$ cat src/rtl/common_enums_pkg.sv
// Shared enumerations for the chess clock controller and its neighbours.
// PAUSED exists only when CHESS_PAUSE_EN is defined.
package common_enums;

    typedef enum logic [2:0] {
        IDLE,
        LOAD,
        ARMED,
        RUN_W,
        RUN_B,
`ifdef CHESS_PAUSE_EN
        PAUSED,
`endif
        TIMEOUT
    } clock_ctrl_state_t;

    typedef enum logic {
        WHITE = 1'b0,
        BLACK = 1'b1
    } player_t;

endpackage

$ cat src/rtl/rise_detect.sv
// Registered rising-edge detector: one-cycle pulse per low-to-high transition.
module rise_detect (
    input  logic clk,
    input  logic reset_n,
    input  logic din,
    output logic rise
);

    logic din_q;

    always_ff @(posedge clk or negedge reset_n) begin
        if (!reset_n) begin
            din_q <= 1'b0;
            rise  <= 1'b0;
        end else begin
            din_q <= din;
            rise  <= din & ~din_q;
        end
    end

endmodule

$ cat src/rtl/chess_clock_ctrl.sv
// Chess clock sequencer: drives load/enable of two countdown timers and tracks turn/moves.
// Optional pause support is compiled in with `define CHESS_PAUSE_EN.
module chess_clock_ctrl
    import common_enums::*;
#(
    parameter int MOVE_W       = 9,
    parameter int START_PLAYER = 0
) (
    input  logic              clk,
    input  logic              reset_n,
    input  logic              new_game,
    input  logic [1:0]        mode_in,
    input  logic              move_done,
    input  logic              pause_btn,
    input  logic              time_up_w,
    input  logic              time_up_b,
    output logic              load,
    output logic              start,
    output logic              count_w,
    output logic              count_b,
    output logic [1:0]        mode_sel,
    output logic              turn,
    output logic              game_over,
    output logic              winner,
    output logic [MOVE_W-1:0] moves
);

    localparam player_t FIRST = (START_PLAYER != 0) ? BLACK : WHITE;

    clock_ctrl_state_t state;
    logic              new_game_p0;
    logic              move_done_p0;
    logic              pause_p0;

    function automatic logic [MOVE_W-1:0] sat_inc(input logic [MOVE_W-1:0] v);
        return (&v) ? v : v + 1'b1;
    endfunction

    rise_detect u_new_game_rise (.clk(clk), .reset_n(reset_n), .din(new_game),  .rise(new_game_p0));
    rise_detect u_move_rise     (.clk(clk), .reset_n(reset_n), .din(move_done), .rise(move_done_p0));

`ifdef CHESS_PAUSE_EN
    clock_ctrl_state_t saved_state;
    rise_detect u_pause_rise    (.clk(clk), .reset_n(reset_n), .din(pause_btn), .rise(pause_p0));
`else
    logic unused_pause;
    assign unused_pause = pause_btn;
    assign pause_p0     = 1'b0;
`endif

    // Edge pulses above -> registered state and outputs below
    always_ff @(posedge clk or negedge reset_n) begin
        if (!reset_n) begin
            state     <= IDLE;
            load      <= 1'b0;
            start     <= 1'b0;
            count_w   <= 1'b0;
            count_b   <= 1'b0;
            mode_sel  <= 2'd0;
            turn      <= FIRST;
            game_over <= 1'b0;
            winner    <= 1'b0;
            moves     <= '0;
`ifdef CHESS_PAUSE_EN
            saved_state <= RUN_W;
`endif
        end else begin
            load <= 1'b0;
            if (new_game_p0) begin
                state     <= LOAD;
                load      <= 1'b1;
                mode_sel  <= mode_in;
                moves     <= '0;
                start     <= 1'b0;
                count_w   <= 1'b0;
                count_b   <= 1'b0;
                turn      <= FIRST;
                game_over <= 1'b0;
                winner    <= 1'b0;
            end else begin
                case (state)
                    LOAD: state <= ARMED;
                    ARMED: begin
                        // The opening move only starts the clock; it is not counted.
                        if (move_done_p0) begin
                            start <= 1'b1;
                            if (FIRST == WHITE) begin
                                state   <= RUN_W;
                                count_w <= 1'b1;
                            end else begin
                                state   <= RUN_B;
                                count_b <= 1'b1;
                            end
                        end
                    end
                    RUN_W: begin
                        if (time_up_w) begin
                            state     <= TIMEOUT;
                            game_over <= 1'b1;
                            winner    <= BLACK;
                            count_w   <= 1'b0;
                            count_b   <= 1'b0;
                        end else if (move_done_p0) begin
                            state   <= RUN_B;
                            count_w <= 1'b0;
                            count_b <= 1'b1;
                            turn    <= BLACK;
                            moves   <= sat_inc(moves);
`ifdef CHESS_PAUSE_EN
                        end else if (pause_p0) begin
                            state       <= PAUSED;
                            saved_state <= RUN_W;
                            count_w     <= 1'b0;
`endif
                        end
                    end
                    RUN_B: begin
                        if (time_up_b) begin
                            state     <= TIMEOUT;
                            game_over <= 1'b1;
                            winner    <= WHITE;
                            count_w   <= 1'b0;
                            count_b   <= 1'b0;
                        end else if (move_done_p0) begin
                            state   <= RUN_W;
                            count_b <= 1'b0;
                            count_w <= 1'b1;
                            turn    <= WHITE;
                            moves   <= sat_inc(moves);
`ifdef CHESS_PAUSE_EN
                        end else if (pause_p0) begin
                            state       <= PAUSED;
                            saved_state <= RUN_B;
                            count_b     <= 1'b0;
`endif
                        end
                    end
`ifdef CHESS_PAUSE_EN
                    PAUSED: begin
                        if (pause_p0) begin
                            state   <= saved_state;
                            count_w <= (saved_state == RUN_W);
                            count_b <= (saved_state == RUN_B);
                        end
                    end
`endif
                    default: ;
                endcase
            end
        end
    end

endmodule

$ cat config.mk
export PLATFORM = sky130hd
export DESIGN_NAME = chess_clock_ctrl
export DESIGN_NICKNAME = d
export VERILOG_FILES = /design/src/rtl/common_enums_pkg.sv /design/src/rtl/rise_detect.sv /design/src/rtl/chess_clock_ctrl.sv
export SDC_FILE = /design/constraint.sdc
export NUM_CORES = 1
export LEC_CHECK = 0
export ABC_CLOCK_PERIOD_IN_PS = 2900
export BUFFER_PORTS_ARGS = -buffer_cell sky130_fd_sc_hd__buf_2
export CAP_MARGIN = 30
export CORE_ASPECT_RATIO = 0.8
export CORE_MARGIN = 4
export CORE_UTILIZATION = 40
export CTS_BUF_LIST = sky130_fd_sc_hd__clkbuf_16
export DETAILED_ROUTE_END_ITERATION = 16
export PLACE_DENSITY = 0.62
export SYNTH_ARGS = -nofsm -noshare
export SYNTH_HDL_FRONTEND = slang
export SYNTH_SLANG_ARGS = --single-unit
$ cat constraint.sdc
create_clock -name clk -period 2.9 [get_ports clk]
set_clock_uncertainty 0.1 [all_clocks]
set_input_delay 0.58 -clock clk [delete_from_list [all_inputs] [get_ports clk]]
set_output_delay 0.58 -clock clk [all_outputs]
set_load 0.03 [all_outputs]
==> run metrics, run 1 <==
outcome=completed; Worst Tran Pin Value=0.701 ns; Data arrival, critical path=2.51 ns; final instance count without filler cells=174; Synth Net Count=123; clock net sink count=25; fin nets=148; Seq/Total Area, Yosys=53.2%; Antenna Violating Nets Remaining=0; Avg Inst Size Synth=10.5 µm²; std cell rows=17; unrepaired setup endpoints after global routing=false; Gate power share=28.5%; root buffer cell=clkbuf_16; Post-CTS Hold Fix Bufs=0; clk_lat worst skew=0.25 ns; share of layout cells above drive strength 1=25.7%; die width=68.6 µm; synth unique cells=31; global-route usage over all layers=12.8%; sequential power share=45.2%; Rel. slew slack=53.3%; PnR worst setup slack=0.463 ns; DRT Wirelength=2.20 mm; final hold slack=0.202 ns; H-tree levels=1; largest net degree at the start of global routing=26; Worst Setup Slack post-DPL=0.463 ns; WL met1=1.05 mm; Slew Viols, Final=0; area growth from synthesis to layout=19.6%; Port Buffers=25; post-detail-place hpwl=1.58 mm; GRT overflow=0; Yosys reg bits=25; number of antenna diodes=0; initial antenna violation count=0; Setup Buffers After CTS=0; CP max FO=9; Util after Layout=50.5%; cell internal pwr=729 µW; uppermost layer routed=met4; # Max-Cap Violations=0; Final period util=84.0%; worst min path class=input port to async pin; routed len/inst=12.7 µm; static leakage=0.000701 µW; P_sw=404 µW; I/O pins=27; Post-Syn Area=0.00118 mm²; pwr dens=806 mW/mm²; vias in the first global route=820; Clk pin slew, worst setup/hold paths=0.06 ns; via count of the routed design=903; routed wl met3=136 µm; CTS tree=yes; die height=56.5 µm; CP Launch Type=flip-flop; Critical Path RT=2.97 ns; final setup vio count=0; Fin. Hold Viols=0; drt first pass iters=4; clock period minus worst slack=2.44 ns; DR vias/cell=5.19; clock group share of total power=26.4%; Longest Clk Path Bufs=2; Cells after DPL=170; Setup CP Type=flip-flop to flip-flop; met2 wire len=1.01 mm; Crit. End Element=flip-flop; fill cell count=274; Initial Utilization=42.2%; Post-route DRC=0; switch share=35.7%; GPL Wtd Cong=0.747; area of the core region=0.00279 mm²; fmax=410 MHz; synth warn=0; post-cts sizing count=0; first-pass GRT wire length=3.73 mm; VDD IR max=0.387 mV; Iteration-0 DRC Markers=21; die area=0.00388 mm²; Post-Syn Instances=112; Setup TNS=0 ns; CTS Buf Count=3
power by group through the flow:
stage	Combinational, µW	Clock [µW]	Sequential (µW)
3_5_place_dp	323	0	518
6_report	322	299	512
4_1_cts	326	311	512
2_1_floorplan	218	0	545
5_1_grt	361	325	528
3_3_place_gp	323	0	516
placed cells by master, fill, tap and decap left out, types with 2 or more instances in the layout:
cell,synthesis,routed
a21o_1,2,2
a21oi_1,8,8
and3_1,4,4
buf_2,0,25
clkbuf_16,0,3
dfrtp_1,25,25
ha_1,2,2
mux2_2,2,2
mux2i_1,3,3
nand2_1,5,5
nand2b_1,2,2
nand3_1,2,2
nand3b_1,3,3
nor2_1,13,13
nor2b_1,5,5
nor3_1,4,4
o211ai_1,4,4
o21ai_0,6,6
or3_1,2,2
xor2_1,4,4
registers in the layout (all words and copies together) (netlist names):
signal                 flops
count_b                    1
count_w                    1
game_over                  1
load                       1
mode_sel                   2
moves                      9
start                      1
state                      3
turn                       1
u_move_rise.din_q          1
u_move_rise.rise           1
u_new_game_rise.din_q      1
u_new_game_rise.rise       1
winner                     1
synth_stat cells:
library cell,n,area share [%]
o211ai_1,4,2.6
a31oi_1,1,0.53
nor2_1,13,4.1
o31ai_1,1,0.64
and3_1,4,2.1
nand4b_1,1,0.74
or2_2,1,0.53
nand3b_1,3,1.9
clkbuf_1,4,1.3
buf_4,1,0.64
mux2i_1,3,2.6
nand2_1,5,1.6
or4_1,1,0.64
a21o_1,2,1.3
a21oi_1,8,3.4
ha_1,2,2.1
nor3_1,4,1.7
and4bb_2,1,1.1
inv_1,1,0.32
nor2b_1,5,2.7
mux2_2,2,1.9
nor4b_4,1,2.0
nor4_1,1,0.53
a211oi_1,1,0.64
or3_1,2,1.1
xor2_1,4,3.0
nand3_1,2,0.85
dfrtp_1,25,53
o21ai_2,1,0.74
o21ai_0,6,2.6
nand2b_1,2,1.1
cells by family after synthesis:
| family | after synthesis | synth area share (%) |
|---|---|---|
| AND/OR/NAND/NOR | 46 | 22.7 |
| flip-flops | 25 | 53.2 |
| AO/OA/AOI/OAI | 24 | 12.3 |
| buffers and inverters | 6 | 2.23 |
| multiplexers | 5 | 4.47 |
| XOR/XNOR | 4 | 2.98 |
| adder cells (fa/ha/maj) | 2 | 2.13 |
layout make-up:
| cell class | instances | area [µm²] | area share (%) |
|---|---|---|---|
| flip-flops and latches | 25 | 626 | 44.5 |
| multi-input cells | 81 | 524 | 37.3 |
| repair buffers | 25 | 125 | 8.90 |
| clock buffers | 3 | 75.1 | 5.34 |
| well taps | 38 | 47.5 | 3.38 |
| clock inverters | 1 | 5.00 | 0.356 |
| inverters | 1 | 3.75 | 0.267 |
final timing paths:
kind / startpoint / slack [ns] / cells after the start / end
worst max-delay path: moves[0]$_DFFE_PN0P_ / 0.46 / 9 / moves[7]$_DFFE_PN0P_
worst min register to register: u_move_rise.din_q$_DFF_PN0_ / 0.30 / 1 / u_move_rise.rise$_DFF_PN0_
max in group asynchronous: reset_n / 2.14 / 1 / moves[0]$_DFFE_PN0P_
worst max register to register: moves[0]$_DFFE_PN0P_ / 0.46 / 9 / moves[7]$_DFFE_PN0P_
min in group clk: u_move_rise.din_q$_DFF_PN0_ / 0.30 / 1 / u_move_rise.rise$_DFF_PN0_
worst min-delay path: reset_n / 0.20 / 1 / u_new_game_rise.rise$_DFF_PN0_
worst max-delay path: stages, from the launching register on:
cell     delay (ns)
dfrtp_1        0.41
ha_1           0.22
and3_1         0.20
nand3_1        0.11
nor2_1         0.06
ha_1           0.17
nor2b_1        0.25
o21ai_2        0.19
or4_1          0.49
a21oi_1        0.15
through the flow:
| stage | area [µm²] | power [µW] |
|---|---|---|
| after global placement | 1330 | 839 |
| after detailed placement | 1330 | 841 |
| final | 1410 | 1130 |
| after floorplan | 1180 | 762 |
| after global routing | 1410 | 1210 |
| after CTS | 1410 | 1150 |
metal layers:
layer  global-route usage [%]  up-vias
met2                     18.9       20
met1                     17.6      432
li1                         -      449
met4                     3.40        0
met3                     4.40        2
met5                        0        -
Note: power is estimated with default switching activity, not from simulation.
==> run 2, diff against run 1 <==
--- a/config.mk
+++ b/config.mk
@@ -5,7 +5,8 @@
 export SDC_FILE = /design/constraint.sdc
 export NUM_CORES = 1
 export LEC_CHECK = 0
-export ABC_CLOCK_PERIOD_IN_PS = 2900
+export ABC_AREA = 1
+export ABC_CLOCK_PERIOD_IN_PS = 2100
 export BUFFER_PORTS_ARGS = -buffer_cell sky130_fd_sc_hd__buf_2
 export CAP_MARGIN = 30
 export CORE_ASPECT_RATIO = 0.8
@@ -13,7 +14,7 @@
 export CORE_UTILIZATION = 40
 export CTS_BUF_LIST = sky130_fd_sc_hd__clkbuf_16
 export DETAILED_ROUTE_END_ITERATION = 16
-export PLACE_DENSITY = 0.62
+export PLACE_DENSITY = 0.63
 export SYNTH_ARGS = -nofsm -noshare
 export SYNTH_HDL_FRONTEND = slang
 export SYNTH_SLANG_ARGS = --single-unit
==> constraint.sdc (replaced) <==
create_clock -name clk -period 2.1 [get_ports clk]
set_clock_uncertainty 0.1 [all_clocks]
set_input_delay 0.42 -clock clk [delete_from_list [all_inputs] [get_ports clk]]
set_output_delay 0.42 -clock clk [all_outputs]
set_load 0.03 [all_outputs]
==> run 2 against run 1 <==
Net effect: critical endpoint is now moves[1]$_DFFE_PN0P_; routed wire length grew 29%; via count grew 33%; sequential share of layout area shrank 5.3 points; global-route usage grew 2.2 points; total power grew 52%; critical path depth grew 1; largest power group unchanged; clock power grew 40%; utilization grew 0.16 points; synthesized cell count grew 54%; largest cell class is now multi-input gates; count of clock-buffer cells in the layout is the same.
==> run metrics, run 2 <==
outcome=completed; DRT Wirelength=2.84 mm (+29%); max FFs per register=9 (unchanged); static leakage=0.000880 µW (+25%); GRT overflow=0 (unchanged); number of antenna diodes=0 (unchanged); die area=0.00436 mm² (+13%); GPL Wtd Cong=0.817 (+9.4%); Reg with most FFs=moves; clock group share of total power=24.3% (-2.1 points); area of the core region=0.00315 mm² (+13%); area growth from synthesis to layout=18.6%; VDD IR max=0.514 mV (+33%); WL met1=1.33 mm (+27%); Util after Layout=50.6% (+0.16 points); Post-Syn Instances=172 (+54%); post-synthesis async set-or-reset flop share=100% (unchanged); post-detail-place hpwl=2.13 mm (+35%); Initial Utilization=42.7% (+0.49 points); final hold slack=0.0445 ns (-0.157 ns); I/O pins=27 (unchanged); Data arrival, critical path=1.94 ns (-0.57 ns); Fin. Hold Viols=0 (unchanged); clock period minus worst slack=1.85 ns (-0.586 ns); final setup vio count=0 (unchanged); Avg Inst Size Synth=7.83 µm² (-25%); P_sw=687 µW (+70%); worst r2r path cells=10 (+1); Synth Net Count=183 (+49%); fmax=540 MHz (+32%); cell internal pwr=1030 µW (+42%); Yosys top cell by area=dfrtp_1; drt first pass iters=4 (unchanged); Critical Path RT=2.19 ns (-0.78 ns); Worst Tran Pin Value=0.549 ns (-0.152 ns); Gate power share=35.8% (+7.3 points); # Max-Cap Violations=0 (unchanged); worst min path class=input port to async pin; top-count cell post-synth=nand2_1; synth unique cells=23 (-26%); Crit. End Element=flip-flop; switch share=39.9% (+4.3 points); Post-synth top cells=50 x nand2_1, 25 x dfrtp_1, 22 x nor2_1; uppermost layer routed=met4; Clk pin slew, worst setup/hold paths=0.06 ns (about the same); most frequent cells in the layout=50 x nand2_1, 25 x dfrtp_1, 25 x buf_2, 21 x nor2_1, 21 x nand3_1; Setup TNS=0 ns (unchanged); CP Launch Type=flip-flop; Post-synth EDFFs=0 (unchanged); leading post-synthesis cells by cell area=dfrtp_1 46%, nand2_1 14%, nand3_1 7.8%; Seq/Total Area, Yosys=46.5% (-6.7 points); H-tree levels=1 (unchanged); Rel. slew slack=63.4% (+10 points); fin nets=211 (+43%); global-route usage over all layers=14.9% (+2.2 points); clk_lat worst skew=0.25 ns (about the same); sequential power share=39.9% (-5.3 points); largest net degree at the start of global routing=26 (unchanged); Yosys reg bits=25 (unchanged); routed len/inst=11.9 µm (-6.1%); CP max FO=9 (unchanged); std cell rows=18 (+1); clock net sink count=25 (unchanged); met2 wire len=1.31 mm (+30%); routed wl met3=184 µm (+35%); Yosys top cell area share=46.5% (-6.7 points); Slew Viols, Final=0 (unchanged); Iteration-0 DRC Markers=106 (+400%); fill cell count=327 (+19%); Longest Clk Path Bufs=2 (unchanged); DR vias/cell=5.01 (-3.4%); Post-route DRC=0 (unchanged); Top Registers=moves: 9 flops, state: 3 flops, mode_sel: 2 flops; Antenna Violating Nets Remaining=0 (unchanged); synth warn=0 (unchanged); share of layout cells above drive strength 1=21.6% (-4.1 points); commonest non-fill, non-tap cell in the layout=nand2_1; CTS Buf Count=3 (unchanged); pwr dens=1080 mW/mm² (+34%); CTS tree=yes; Port Buffers=25 (unchanged); Post-Syn Area=0.00135 mm² (+14%); die height=59.9 µm (+6.0%); initial antenna violation count=0 (unchanged); vias in the first global route=1112 (+36%); Setup CP Type=flip-flop to flip-flop; root buffer cell=clkbuf_16; unrepaired setup endpoints after global routing=false; first-pass GRT wire length=5.05 mm (+35%); Final period util=88.1% (+4.1 points); die width=72.9 µm (+6.2%); Top FF cell, synth=dfrtp_1; via count of the routed design=1198 (+33%)
## run 2: cell count changes after synthesis, sizes merged, moves of 3 or more
cell	previous run	this run
nor2	13	24
nand4	0	7
mux2i	3	0
a21oi	8	3
inv	1	17
nand2	5	54
buf	1	4
nor2b	5	0
xor2	4	0
clkbuf	4	0
o211ai	4	1
and3	4	0
nor3	4	1
nand3	2	23
## run 2: cell families after synthesis
kind of cell               count (synthesis)  synth area share [%]
and+or+nand+nor                          111                  39.3
DFF                                       25                  46.5
buffers and inverters                     21                  6.60
AOI/OAI and AO/OA                         12                  5.11
adders and majority gates                  2                  1.86
xor gates and xnor gates                   1                 0.651
## run 2: final cells by class
cell class / instances / area, µm² / share of cell area [%]
tap: 40 / 50.0 / 3.13
timing repair buffer: 27 / 140 / 8.78
clock inverter: 1 / 7.51 / 0.470
clock buffer: 3 / 75.1 / 4.70
sequential: 25 / 626 / 39.2
inverter: 17 / 63.8 / 4.00
multi-input combinational: 126 / 634 / 39.7
## run 2: metal layers
layer / GRT usage [%] / up-vias
met5: 0 / -
met1: 20.0 / 556
met4: 3.16 / 0
met3: 4.37 / 2
met2: 24.2 / 31
li1: - / 609
## run 2: final timing paths
path | from | slack, ns | to
min in group clk | new_game | 0.18 | u_new_game_rise.din_q$_DFF_PN0_
max in group asynchronous | reset_n | 1.49 | moves[8]$_DFFE_PN0P_
max | moves[0]$_DFFE_PN0P_ | 0.25 | moves[1]$_DFFE_PN0P_
min | reset_n | 0.04 | u_move_rise.rise$_DFF_PN0_
max reg2reg | moves[0]$_DFFE_PN0P_ | 0.25 | moves[1]$_DFFE_PN0P_
min reg2reg | u_move_rise.din_q$_DFF_PN0_ | 0.29 | u_move_rise.rise$_DFF_PN0_
## run 2: metrics by stage
stage               total power (µW)  setup slack (ns)  cells  instance area (µm²)
global placement                1300             0.290    235                 1510
CTS                             1740             0.212    239                 1590
global route                    1850            0.0545    239                 1600
floorplan                       1150             0.265    172                 1350
finish                          1720             0.249    239                 1600
detailed placement              1320             0.228    235                 1510
## run 2: worst max-delay path: stages, from the launching register on
cell and delay [ns]:
dfrtp_1 0.41, ha_1 0.20, nand2_1 0.08, nor2_2 0.18, nand2_1 0.09, nor2_1 0.09, ha_1 0.18, inv_1 0.14
nand2_4 0.16, nand3_1 0.08, nand2_1 0.07
## run 2: what timing repair did
action                                  4_1_cts  5_1_grt
resized for setup                             0        1
setup buffers                                 0        0
hold buffers                                  0        0
endpoints found under the setup margin        0        6
## run 2: power by group through the flow
stage / combinational [µW] / clock, µW / sequential [µW]
floorplan: 350 / 0 / 804
global placement: 608 / 0 / 690
detailed placement: 618 / 0 / 699
CTS: 620 / 433 / 690
global route: 686 / 459 / 708
finish: 615 / 418 / 688
